==> src/rtl/mrdust_pkg.sv <==
// Shared state encoding and sizing helpers for the pulse decoder.
// The state width is fixed so the state code can be exported as a port.
package mrdust_pkg;
    localparam int STATE_W = 4;

    typedef enum logic [STATE_W-1:0] {
        IDLE      = 4'd0,
        SYNC      = 4'd1,
        BIT_WAIT  = 4'd2,
        ADD       = 4'd3,
        SUB       = 4'd4,
        END_BIT   = 4'd5,
        SCAN_WAIT = 4'd6,
        SEND_POS  = 4'd7,
        SEND_NEG  = 4'd8
    } state_e;

    // Counter width able to hold values 0..n-1, never narrower than one bit.
    function automatic int cnt_w(input int n);
        return (n > 1) ? $clog2(n) : 1;
    endfunction
endpackage

==> src/rtl/tick_gen.sv <==
// Free-running prescaler: one-cycle tick every CLK_PER_TICK clocks.
module tick_gen
    import mrdust_pkg::*;
#(
    parameter int CLK_PER_TICK = 12000
) (
    input  logic clk_i,
    input  logic rst_ni,
    output logic tick
);
    localparam int W = cnt_w(CLK_PER_TICK);

    logic [W-1:0] cnt_q;

    assign tick = (cnt_q == W'(CLK_PER_TICK - 1));

    always_ff @(posedge clk_i) begin
        if (!rst_ni)   cnt_q <= '0;
        else if (tick) cnt_q <= '0;
        else           cnt_q <= cnt_q + 1'b1;
    end
endmodule

==> src/rtl/pulse_decoder.sv <==
// Decodes a pulse-interval metadata frame from a serial line, then drives
// alternating coil polarity on each scan pulse, with a tick-based watchdog.
module pulse_decoder
    import mrdust_pkg::*;
#(
    parameter int CLK_PER_TICK  = 12000,
    parameter int SYNC_EDGES    = 3,
    parameter int N_META        = 4,
    parameter int CNT_W         = 8,
    parameter int TIMEOUT_TICKS = 1000,
    parameter int DEAD_CYCLES   = 2
) (
    input  logic               CLK_IN,
    input  logic               rst_n,
    input  logic               DATA_IN,
    output logic [N_META-1:0]  meta_data,
    output logic               meta_valid,
    output logic               coil_pos,
    output logic               coil_neg,
    output logic               timeout_err,
    output logic [STATE_W-1:0] state
);
    localparam int SW = cnt_w(SYNC_EDGES + 1);
    localparam int BW = cnt_w(N_META);
    localparam int WW = cnt_w(TIMEOUT_TICKS + 1);
    localparam int DW = cnt_w(DEAD_CYCLES + 1);
    localparam logic signed [CNT_W:0] ACC_MAX = {1'b0, {CNT_W{1'b1}}};
    localparam logic signed [CNT_W:0] ACC_MIN = -ACC_MAX;

    logic [1:0]              sync_q;
    logic                    prev_q;
    logic                    rise;
    logic                    tick;
    logic                    timeout;
    state_e                  state_q, state_d;
    logic [SW-1:0]           sync_cnt_q;
    logic signed [CNT_W:0]   acc_q;
    logic [BW-1:0]           bit_idx_q;
    logic [N_META-1:0]       bits_q, bits_d, meta_q;
    logic                    mv_q, pos_q, neg_q, terr_q, terr_d;
    logic [WW-1:0]           wd_q;
    logic [DW-1:0]           dead_q;
    logic                    acc_pos, last_bit;

    tick_gen #(.CLK_PER_TICK(CLK_PER_TICK)) u_tick (
        .clk_i  (CLK_IN),
        .rst_ni (rst_n),
        .tick   (tick)
    );

    assign rise     = sync_q[1] & ~prev_q;
    assign timeout  = (wd_q == WW'(TIMEOUT_TICKS));
    assign acc_pos  = !acc_q[CNT_W] && (acc_q != '0);
    assign last_bit = (bit_idx_q == BW'(N_META - 1));

    always_comb begin
        state_d = state_q;
        terr_d  = 1'b0;
        bits_d  = bits_q;
        bits_d[bit_idx_q] = acc_pos;
        case (state_q)
            IDLE:      if (rise) state_d = (SYNC_EDGES <= 1) ? BIT_WAIT : SYNC;
            SYNC:      if (rise && (int'(sync_cnt_q) + 1 >= SYNC_EDGES)) state_d = BIT_WAIT;
            BIT_WAIT:  if (rise) state_d = ADD;
            ADD:       if (rise) state_d = SUB;
            SUB:       if (rise) state_d = END_BIT;
            END_BIT:   state_d = last_bit ? SCAN_WAIT : ADD;
            SCAN_WAIT: if (rise) state_d = SEND_POS;
            SEND_POS:  if (rise) state_d = SEND_NEG;
            SEND_NEG:  if (rise) state_d = SEND_POS;
            default:   state_d = IDLE;
        endcase
        // A rise always wins over an expiring watchdog; a scan ends quietly.
        if (!rise && timeout && state_q != IDLE && state_q != END_BIT) begin
            state_d = IDLE;
            terr_d  = (state_q != SEND_POS) && (state_q != SEND_NEG);
        end
    end

    always_ff @(posedge CLK_IN) begin
        if (!rst_n) begin
            sync_q     <= '0;
            prev_q     <= 1'b0;
            state_q    <= IDLE;
            sync_cnt_q <= '0;
            acc_q      <= '0;
            bit_idx_q  <= '0;
            bits_q     <= '0;
            meta_q     <= '0;
            mv_q       <= 1'b0;
            pos_q      <= 1'b0;
            neg_q      <= 1'b0;
            terr_q     <= 1'b0;
            wd_q       <= '0;
            dead_q     <= '0;
        end else begin
            sync_q  <= {sync_q[0], DATA_IN};
            prev_q  <= sync_q[1];
            state_q <= state_d;
            terr_q  <= terr_d;
            mv_q    <= 1'b0;

            if (rise || state_d != state_q)      wd_q <= '0;
            else if (tick && state_q != IDLE)    wd_q <= wd_q + 1'b1;

            if (state_d != state_q)                dead_q <= '0;
            else if (int'(dead_q) < DEAD_CYCLES)   dead_q <= dead_q + 1'b1;

            // Coils drop on the edge that changes state, so the two never overlap.
            pos_q <= (state_d == SEND_POS) && (state_d == state_q) && (int'(dead_q) >= DEAD_CYCLES - 1);
            neg_q <= (state_d == SEND_NEG) && (state_d == state_q) && (int'(dead_q) >= DEAD_CYCLES - 1);

            case (state_q)
                IDLE:     if (rise) sync_cnt_q <= SW'(1);
                SYNC:     if (rise) sync_cnt_q <= sync_cnt_q + 1'b1;
                BIT_WAIT: if (rise) begin
                    acc_q     <= '0;
                    bit_idx_q <= '0;
                end
                ADD:      if (tick && acc_q != ACC_MAX) acc_q <= acc_q + 1'b1;
                SUB:      if (tick && acc_q != ACC_MIN) acc_q <= acc_q - 1'b1;
                END_BIT: begin
                    bits_q    <= bits_d;
                    acc_q     <= '0;
                    bit_idx_q <= bit_idx_q + 1'b1;
                    if (last_bit) begin
                        meta_q <= bits_d;
                        mv_q   <= 1'b1;
                    end
                end
                default: ;
            endcase
        end
    end

    assign meta_data   = meta_q;
    assign meta_valid  = mv_q;
    assign coil_pos    = pos_q;
    assign coil_neg    = neg_q;
    assign timeout_err = terr_q;
    assign state       = state_q;
endmodule

==> config.mk <==
export PLATFORM = sky130hd
export DESIGN_NAME = pulse_decoder
export DESIGN_NICKNAME = d
export VERILOG_FILES = /design/src/rtl/mrdust_pkg.sv /design/src/rtl/tick_gen.sv /design/src/rtl/pulse_decoder.sv
export SDC_FILE = /design/constraint.sdc
export NUM_CORES = 1
export LEC_CHECK = 0
export ABC_AREA = 1
export CAP_MARGIN = 15
export CORE_UTILIZATION = 65
export DETAILED_ROUTE_END_ITERATION = 6
export GPL_TIMING_DRIVEN = 0
export PLACE_DENSITY = 0.94
export SETUP_SLACK_MARGIN = 0.02
export SYNTH_ARGS = -nofsm -noshare
export SYNTH_HDL_FRONTEND = slang
export SYNTH_SLANG_ARGS = --single-unit
==> constraint.sdc <==
create_clock -name CLK_IN -period 6.7 [get_ports CLK_IN]
set_clock_uncertainty 0.1 [all_clocks]
set_input_delay 1.34 -clock CLK_IN [delete_from_list [all_inputs] [get_ports CLK_IN]]
set_output_delay 1.34 -clock CLK_IN [all_outputs]
set_load 0.01 [all_outputs]
==> results of run 1 <==
state kept, by name, indices dropped and copies added (netlist names):
register and count:
dead_q 2, wd_q 10, coil_pos 1, u_tick.cnt_q 14
sync_cnt_q 2, sync_q 2, state 4, meta_data 4
meta_valid 1, coil_neg 1, timeout_err 1, bit_idx_q 2
prev_q 1, acc_q 9, bits_q 3
placed cells by master, fill, tap and decap left out, types with 14 or more instances in the layout:
cell             count
xor2_1              15
nor2_2              16
nor2_1              43
nand2_1            118
nor3_1              17
clkdlybuf4s50_1     14
dfxtp_1             57
a21oi_1             26
inv_1               68
ha_1                17
nand3_1             30
worst min-delay path, cell delays in order (launching register included):
cell and delay, ns:
dfxtp_1 0.30, nand2_1 0.05, inv_1 0.04
power breakdown:
part / switching [mW] / internal [mW] / total (mW)
logic: 0.0268 / 0.0145 / 0.0413
registers: 0.00492 / 0.346 / 0.351
clock network: 0.123 / 0.151 / 0.273
stage by stage:
stage	instances	area [sq um]	hold slack (ns)
finish	578	3730	0.315
global route	578	3730	0.342
CTS	578	3730	0.320
detailed placement	564	3560	0.304
global placement	564	3560	0.295
floorplan	483	3340	0.290
cells by family (layout without fill, tap and decap cells):
kind of cell    count (synthesis)  in the layout  share of synthesized area
mux                             2              2                    0.00599
flops                          57             57                      0.342
xor+xnor                       19             19                     0.0498
compound gates                 49             49                     0.0817
simple gates                  254            254                      0.357
buf+inv                        84            112                     0.0944
fa+ha+maj                      18             18                     0.0697
path summary, 6_finish.rpt:
kind                            slack (ns)  depth (start not counted)               endpoint            startpoint
worst min register to register        0.32                          2   sync_q[1]$_SDFF_PN0_  sync_q[0]$_SDFF_PN0_
worst max register to register        4.16                         12  acc_q[7]$_SDFFE_PN0P_   state[2]$_SDFF_PN0_
worst min-delay path                  0.32                          2   sync_q[1]$_SDFF_PN0_  sync_q[0]$_SDFF_PN0_
worst max-delay path                  3.80                          1               state[1]   state[1]$_SDFF_PN0_
layout make-up:
cell class	count	share of cell area
tap	67	0.0225
inverter	80	0.0806
sequential	57	0.306
multi-input combinational	342	0.505
clock buffer	14	0.0437
buffer	4	0.00403
timing repair buffer	14	0.0376
layer usage:
layer,up-vias,GRT usage
li1,1579,-
met1,1399,0.311
met2,88,0.517
met3,20,0.0754
met4,0,0.147
met5,-,0
==> impl_metrics.yaml, run 1 <==
setup_path:
  crit_arrival_ns: 1.46
  cp_data_required_time_ns: 5.26
  cp_top_family: "buffers and inverters"
  worstSetupPathType: "register to output port"
  critPathLaunchType: "register"
  critPathMaxStageDelay_ns: 0.61
  crit_buf_inv: 1
  path_max_fanout: 6
  path_cells: "clkdlybuf4s50_1"
  crit_path_top_delay_cell: "clkdlybuf4s50_1"
  endpoint_kind: "output port"
global_route:
  antenna_found_initial: 0
  grt_overflow: 0
  grt.total_usage: 0.289
  grt_start_max_net_pins: 11
  grt_pass1_wl_microns: 12000
  grt_pass1_vias: 3013
clock_network:
  clock-sinks: 57
  clkSlewWorstSetupHoldPaths_ns: 0.06
  post_cts_buffers: 0
  cts_buffer_depth: 2
  htreeDepth: 3
  numCtsBuffers: 9
  cts_tree: "done"
  clockRootBuffer: "clkbuf_8"
  post_cts_resized: 0
  postCtsHoldBufs: 0
  clk_latency_ns: 0.34
worst_hold_path:
  min_path_type: "register to register"
floorplan:
  die_w_microns: 73.7
  rows: 25
  ioPinCount: 15
  start_util: 0.693
  coreArea_sq_um: 4820
  die_area_sq_um: 5430
  fp.dieH_microns: 73.7
synth:
  synth_top_cell_area_share: 0.342
  ys_top_cells_by_area: "dfxtp_1, nand2_1, inv_1, ha_1, nor2_1"
  yosysSeqAreaShare: 0.342
  synthesis.area_sq_um: 3340
  ys_async_sr_fraction: 0
  synth-main-ff-cell: "dfxtp_1"
  ys_seq_elements: 57
  ys_types: 36
  synth_commonest_cells: "nand2_1, inv_1, dfxtp_1"
  post-synth-top-count-cell: "nand2_1"
  synth_fp_nets: 504
  syn_avg_cell_area_sq_um: 6.91
  yosys_warnings: 0
  synth.largest_area_cell: "dfxtp_1"
  syn_inst: 483
  synth-edff-count: 0
timing:
  slew_viol_final: 0
  setup_ws_ns: 3.80
  hold_violations: 0
  rsz0062_at_grt: "false"
  relSlewSlack: 0.648
  timing.fmax_mhz: 345
  setup_violations: 0
  fin_setup_tns_ns: 0
  worst_slew_pin_slew_ns: 0.527
  min_period_ns: 2.90
  final.period_utilization: 0.432
routing:
  wl_met1_microns: 3000
  wl_per_cell_microns: 12.3
  drt_iter0_drc: 121
  antenna_left: 0
  dr_wl_met2_microns: 3590
  met3_length_microns: 378
  first_pass_iters: 4
  highest-signal-layer: "met4"
  viasPerCell: 5.34
  wl_microns: 7130
  vias: 3086
  drt_drc_violations_left: 0
cells_and_area:
  drive_above_1_share: 0.0978
  insertedDiodeCount: 0
  fill_cells: 361
  ff_latch_area_sq_um: 1140
  nets: 529
  post-route-util: 0.774
  multi_input_area_sq_um: 1880
  area_growth_pct: 11.6
pwr:
  ir_worst_vdd_mv: 0.129
  cellPowerDensity_nw_per_um2: 179
  leakage_nw: 1.62
  power.total_mw: 0.665
run_status:
  status: "completed"
place:
  hpwl_microns: 5160
  place_congestion: 0.923
  portBuffers: 14
  pre_cts_ws_ns: 3.74
job:
  drv_cap: 0
(Power assumes the default switching activity.)
==> run 2: changes to the inputs <==
--- a/config.mk
+++ b/config.mk
@@ -7,10 +7,10 @@
 export LEC_CHECK = 0
 export ABC_AREA = 1
 export CAP_MARGIN = 15
-export CORE_UTILIZATION = 65
+export CORE_UTILIZATION = 60
 export DETAILED_ROUTE_END_ITERATION = 6
 export GPL_TIMING_DRIVEN = 0
-export PLACE_DENSITY = 0.94
+export PLACE_DENSITY = 0.88
 export SETUP_SLACK_MARGIN = 0.02
 export SYNTH_ARGS = -nofsm -noshare
 export SYNTH_HDL_FRONTEND = slang
==> constraint.sdc (replaced) <==
create_clock -name CLK_IN -period 3.05 [get_ports CLK_IN]
set_clock_uncertainty 0.1 [all_clocks]
set_input_delay 0.61 -clock CLK_IN [delete_from_list [all_inputs] [get_ports CLK_IN]]
set_output_delay 0.61 -clock CLK_IN [all_outputs]
set_load 0.01 [all_outputs]
==> run 2 against run 1 <==
Effect of this change: critical path depth up 11; sequential cell count unchanged; largest power group unchanged; non-clock buffer count unchanged.
==> impl_metrics.yaml, run 2 (synthesized netlist as in run 1, its figures left out) <==
run_status:
  status: "completed"
pwr:
  switching_share: 0.237
  p_clk_frac: 0.428
  cellPowerDensity_nw_per_um2: 400
  seqPwrFrac: 0.515
  power_frac_comb: 0.057
  ir_worst_vdd_mv: 0.373
  leakage_nw: 1.64
  power.switching_mw: 0.356
  internal_power_mw: 1.14
  power.total_mw: 1.50
routing:
  first_pass_iters: 5
  viasPerCell: 5.23
  drt_iter0_drc: 170
  wl_per_cell_microns: 11.9
  drt_drc_violations_left: 0
  antenna_left: 0
  wl_microns: 6950
  vias: 3044
clock_network:
  post_cts_buffers: 0
  htreeDepth: 3
  cts_tree: "done"
  cts_buffer_depth: 2
  clock-sinks: 57
  post_cts_resized: 0
  clk_latency_ns: 0.34
  postCtsHoldBufs: 0
  numCtsBuffers: 9
  clkSlewWorstSetupHoldPaths_ns: 0.06
  clockRootBuffer: "clkbuf_8"
setup_path:
  path_cells: "inv_2 > nor2_4 > nand2_2 > inv_2 > ha_1 > a21oi_1 > nand2_1 > a21oi_1 > xor2_1 > nor2_1 > nand2_1 > a21oi_1"
  crit_arrival_ns: 2.56
  path_max_fanout: 10
  worstSetupPathType: "register to register"
  critPathMaxStageDelay_ns: 0.43
  reg2reg_to: "acc_q[5]$_SDFFE_PN0P_"
  crit_path_top_delay_cell: "dfxtp_1"
  cp_data_required_time_ns: 3.16
  setup.worst_path.start: "state[2]$_SDFF_PN0_"
  path_common_cell: "a21oi_1"
  reg2reg_from: "state[2]$_SDFF_PN0_"
  r2r_cells: 12
  critPathLaunchType: "register"
  endpoint_kind: "register"
  reg2reg_slack_ns: 0.60
global_route:
  grt_start_max_net_pins: 11
  grt_overflow: 0
  antenna_found_initial: 0
  grt_pass1_vias: 2979
  grt.total_usage: 0.263
  grt_pass1_wl_microns: 12400
timing:
  timing.fmax_mhz: 409
  setup_violations: 0
  hold_violations: 0
  relSlewSlack: 0.634
  final.period_utilization: 0.802
  worst_slew_pin_slew_ns: 0.549
  rsz0062_at_grt: "false"
  fin_setup_tns_ns: 0
  min_period_ns: 2.45
  slew_viol_final: 0
cells_and_area:
  area_growth_pct: 12.2
  largest-register: "u_tick.cnt_q"
  largest_register_ffs: 14
  reg_top3: "u_tick.cnt_q: 14 flops, wd_q: 10 flops, acc_q: 9 flops"
  fill_cells: 433
  layout_common_cells: "nand2_1, inv_1, dfxtp_1, nor2_1, nand3_1"
  insertedDiodeCount: 0
  nets: 529
  post-route-util: 0.715
  final_common_cell: "nand2_1"
  drive_above_1_share: 0.105
place:
  hpwl_microns: 5060
  place_congestion: 0.954
  portBuffers: 14
floorplan:
  ioPinCount: 15
  die_w_microns: 76.6
  fp.dieH_microns: 76.6
  coreArea_sq_um: 5240
  die_area_sq_um: 5870
  rows: 26
  start_util: 0.638
worst_hold_path:
  whs_path_depth: 2
  hp-start: "sync_q[0]$_SDFF_PN0_"
  hold_end: "sync_q[1]$_SDFF_PN0_"
  min_path_type: "register to register"
job:
  drv_cap: 0
-- run 2: changes by cell type in the layout (fill, tap and decap cells not counted), sizes merged --
cell,previous run,this run
clkbuf,18,16
clkinv,1,4
-- run 2: area by class of cell --
class | instances | area, sq um | share of cell area
Multi-Input combinational cell | 342 | 1880 | 0.503
Clock inverter | 3 | 15.0 | 0.00401
Inverter | 80 | 300 | 0.0801
Tap cell | 70 | 87.6 | 0.0234
Buffer | 4 | 15.0 | 0.00401
Clock buffer | 12 | 165 | 0.0441
Sequential cell | 57 | 1140 | 0.305
Timing Repair Buffer | 14 | 140 | 0.0374
-- run 2: worst max path at each step --
stage                                        to  slack [ns]  cells past startpoint
after floorplan           acc_q[5]$_SDFFE_PN0P_        0.87                     12
after global placement    acc_q[5]$_SDFFE_PN0P_        0.69                     12
after detailed placement  acc_q[5]$_SDFFE_PN0P_        0.65                     12
after CTS                 acc_q[8]$_SDFFE_PN0P_        0.61                     14
after global routing      acc_q[8]$_SDFFE_PN0P_        0.37                     14
final                     acc_q[5]$_SDFFE_PN0P_        0.60                     12
-- run 2: stage by stage --
stage          instance area, sq um  hold slack (ns)  std cells  setup WS (ns)
6_report                       3750            0.319        582          0.603
5_1_grt                        3750            0.355        582          0.368
4_1_cts                        3750            0.324        582          0.612
3_5_place_dp                   3570            0.308        567          0.647
3_3_place_gp                   3570            0.298        567          0.694
2_1_floorplan                  3340            0.290        483          0.870
-- run 2: per-layer routing --
layer	global-route usage	vias up	wire length, microns
li1	-	1590	-
met1	0.305	1367	3200
met2	0.447	70	3280
met3	0.0575	17	316
met4	0.150	0	153
met5	0	-	0
-- run 2: critical path: cells and delay by family, from the launching register on --
family	cells	cell delay [ns]
and+or+nand+nor	5	0.60
DFF	1	0.43
AOI/OAI and AO/OA	3	0.39
buffers and inverters	2	0.31
adders and majority gates	1	0.31
xor gates and xnor gates	1	0.17
-- run 2: power groups by stage --
stage | clock [mW] | combinational [mW] | sequential [mW]
floorplan | 0 | 0.0653 | 0.786
global placement | 0 | 0.0847 | 0.786
detailed placement | 0 | 0.0853 | 0.787
CTS | 0.649 | 0.0859 | 0.771
global route | 0.684 | 0.0991 | 0.773
finish | 0.641 | 0.0860 | 0.771
==> run 3: changes to the inputs <==
==> constraint.sdc (replaced) <==
create_clock -name CLK_IN -period 2.3 [get_ports CLK_IN]
set_clock_uncertainty 0.1 [all_clocks]
set_input_delay 0.46 -clock CLK_IN [delete_from_list [all_inputs] [get_ports CLK_IN]]
set_output_delay 0.46 -clock CLK_IN [all_outputs]
set_load 0.01 [all_outputs]
==> run 3 against run 2 <==
Effect of this change: wire length is 2.0% higher; via count up 0.39%; global-route usage up 0.077 points; final cell count is 0.17% higher; sequential share of layout area shrank 0.22 points; die area is the same; first-iteration DRC count is 10% lower; worst hold slack about the same; cell area increased by 1.2%; non-clock buffer count rose by 1; clock power increased by 33%; critical path type unchanged; largest cell class unchanged; highest routed layer unchanged.
==> impl_metrics.yaml, run 3 (synthesized netlist as in run 1, its figures left out) <==
run_status:
  status: "completed"
floorplan:
  coreArea_sq_um: 5240
  start_util: 0.638
  fp.dieH_microns: 76.6
  ioPinCount: 15
  rows: 26
  die_area_sq_um: 5870
  die_w_microns: 76.6
job:
  drv_cap: 0
cells_and_area:
  reg_top3: "u_tick.cnt_q: 14 flops, wd_q: 10 flops, acc_q: 9 flops"
  largest_register_ffs: 14
  nets: 530
  fin_cells: 583
  postLayoutCellArea_sq_um: 3790
  ff_latch_area_sq_um: 1150
  area_growth_pct: 13.5
  drive_above_1_share: 0.123
  largest-register: "u_tick.cnt_q"
  final_common_cell: "nand2_1"
  layout_common_cells: "nand2_1, inv_1, dfxtp_1, nor2_1, nand3_1"
  insertedDiodeCount: 0
  fill_cells: 415
  multi_input_area_sq_um: 1910
place:
  portBuffers: 14
  place_inst: 567
  hpwl_microns: 5060
  dpl_cell_area_sq_um: 3570
  place_congestion: 0.954
pwr:
  power.switching_mw: 0.473
  seqPwrFrac: 0.515
  leakage_nw: 1.65
  power_frac_comb: 0.058
  internal_power_mw: 1.52
  switching_share: 0.238
  ir_worst_vdd_mv: 0.494
  cellPowerDensity_nw_per_um2: 524
  p_clk_frac: 0.427
  power.total_mw: 1.99
timing:
  timing.fmax_mhz: 453
  hold_violations: 0
  slew_viol_final: 0
  setup_violations: 0
  min_period_ns: 2.21
  fin_setup_tns_ns: 0
  rsz0062_at_grt: "true"
  worst_slew_pin_slew_ns: 0.536
  relSlewSlack: 0.643
  final.period_utilization: 0.959
routing:
  wl_per_cell_microns: 12.2
  drt_drc_violations_left: 0
  first_pass_iters: 5
  antenna_left: 0
  drt_iter0_drc: 153
  wl_microns: 7090
  vias: 3056
  viasPerCell: 5.24
setup_path:
  path_common_cell: "nand2_1"
  crit_arrival_ns: 2.37
  cp_data_required_time_ns: 2.47
  endpoint_kind: "register"
  path_cells: "nor2_4 > nand2_2 > clkinv_4 > fa_1 > nand3_1 > nand3_1 > nand4_1 > nand2_1 > nand2_1 > nand2_1 > nor2_1 > nand2_1 > a21oi_1"
  cp_top_family: "simple AND/OR/NAND/NOR gates"
  critPathLaunchType: "register"
  crit_path_top_delay_cell: "dfxtp_2"
  path_max_fanout: 10
  worstSetupPathType: "register to register"
  critPathMaxStageDelay_ns: 0.44
  crit_buf_inv: 1
global_route:
  antenna_found_initial: 0
  grt.total_usage: 0.264
  grt_overflow: 0
  grt_pass1_wl_microns: 12400
  grt_pass1_vias: 2985
  grt_start_max_net_pins: 11
clock_network:
  clkSlewWorstSetupHoldPaths_ns: 0.06
  clock-sinks: 57
  cts_buffer_depth: 2
  cts_tree: "done"
  clk_latency_ns: 0.34
  htreeDepth: 3
  numCtsBuffers: 9
  clockRootBuffer: "clkbuf_8"
worst_hold_path:
  min_path_type: "register to register"
[run 3: area by class of cell]
class / instances / share of cell area
buffer: 3 / 0.00297
clock buffer: 12 / 0.0436
clock inverter: 3 / 0.00396
inverter: 80 / 0.0805
multi-input combinational: 342 / 0.503
sequential: 57 / 0.302
tap: 70 / 0.0231
timing repair buffer: 16 / 0.0409
[run 3: timing repair]
action,in CTS,in global routing
hold buffers,0,0
buffers inserted,1,1
setup endpoints to repair,4,28
pin swaps,1,1
gates resized for setup,2,10
[run 3: worst register-to-register path, delay by kind of cell, from the launching register on]
family | cells | cell delay, ns
AOI/OAI and AO/OA | 1 | 0.14
adders and majority gates | 1 | 0.42
buffers and inverters | 1 | 0.12
DFF | 1 | 0.44
and+or+nand+nor | 10 | 0.92
[run 3: per-layer routing]
metal	vias up	wire (microns)	global-route usage
met4	0	120	0.150
met3	14	329	0.0575
met5	-	0	0
met1	1374	3230	0.306
li1	1590	-	-
met2	78	3400	0.449
[run 3: final timing paths]
check	from	end	slack, ns	depth (start not counted)
worst min register to register	sync_q[0]$_SDFF_PN0_	sync_q[1]$_SDFF_PN0_	0.32	2
worst max register to register	state[1]$_SDFF_PN0_	acc_q[8]$_SDFFE_PN0P_	0.09	13
worst min-delay path	sync_q[0]$_SDFF_PN0_	sync_q[1]$_SDFF_PN0_	0.32	2
worst max-delay path	state[1]$_SDFF_PN0_	acc_q[8]$_SDFFE_PN0P_	0.09	13
[run 3: stage by stage]
stage,hold WS (ns),utilization,worst slack (ns)
after CTS,0.324,0.718,0.0357
after detailed placement,0.308,0.681,-0.103
after floorplan,0.290,-,0.120
after global placement,0.298,0.681,-0.0563
final,0.318,0.724,0.0943
after global routing,0.355,0.724,-0.0719
[run 3: power by group through the flow]
stage	registers [mW]	clock network [mW]	logic, mW
global placement	1.04	0	0.112
CTS	1.02	0.860	0.114
global route	1.03	0.908	0.133
floorplan	1.04	0	0.0867
detailed placement	1.04	0	0.113
finish	1.02	0.850	0.115
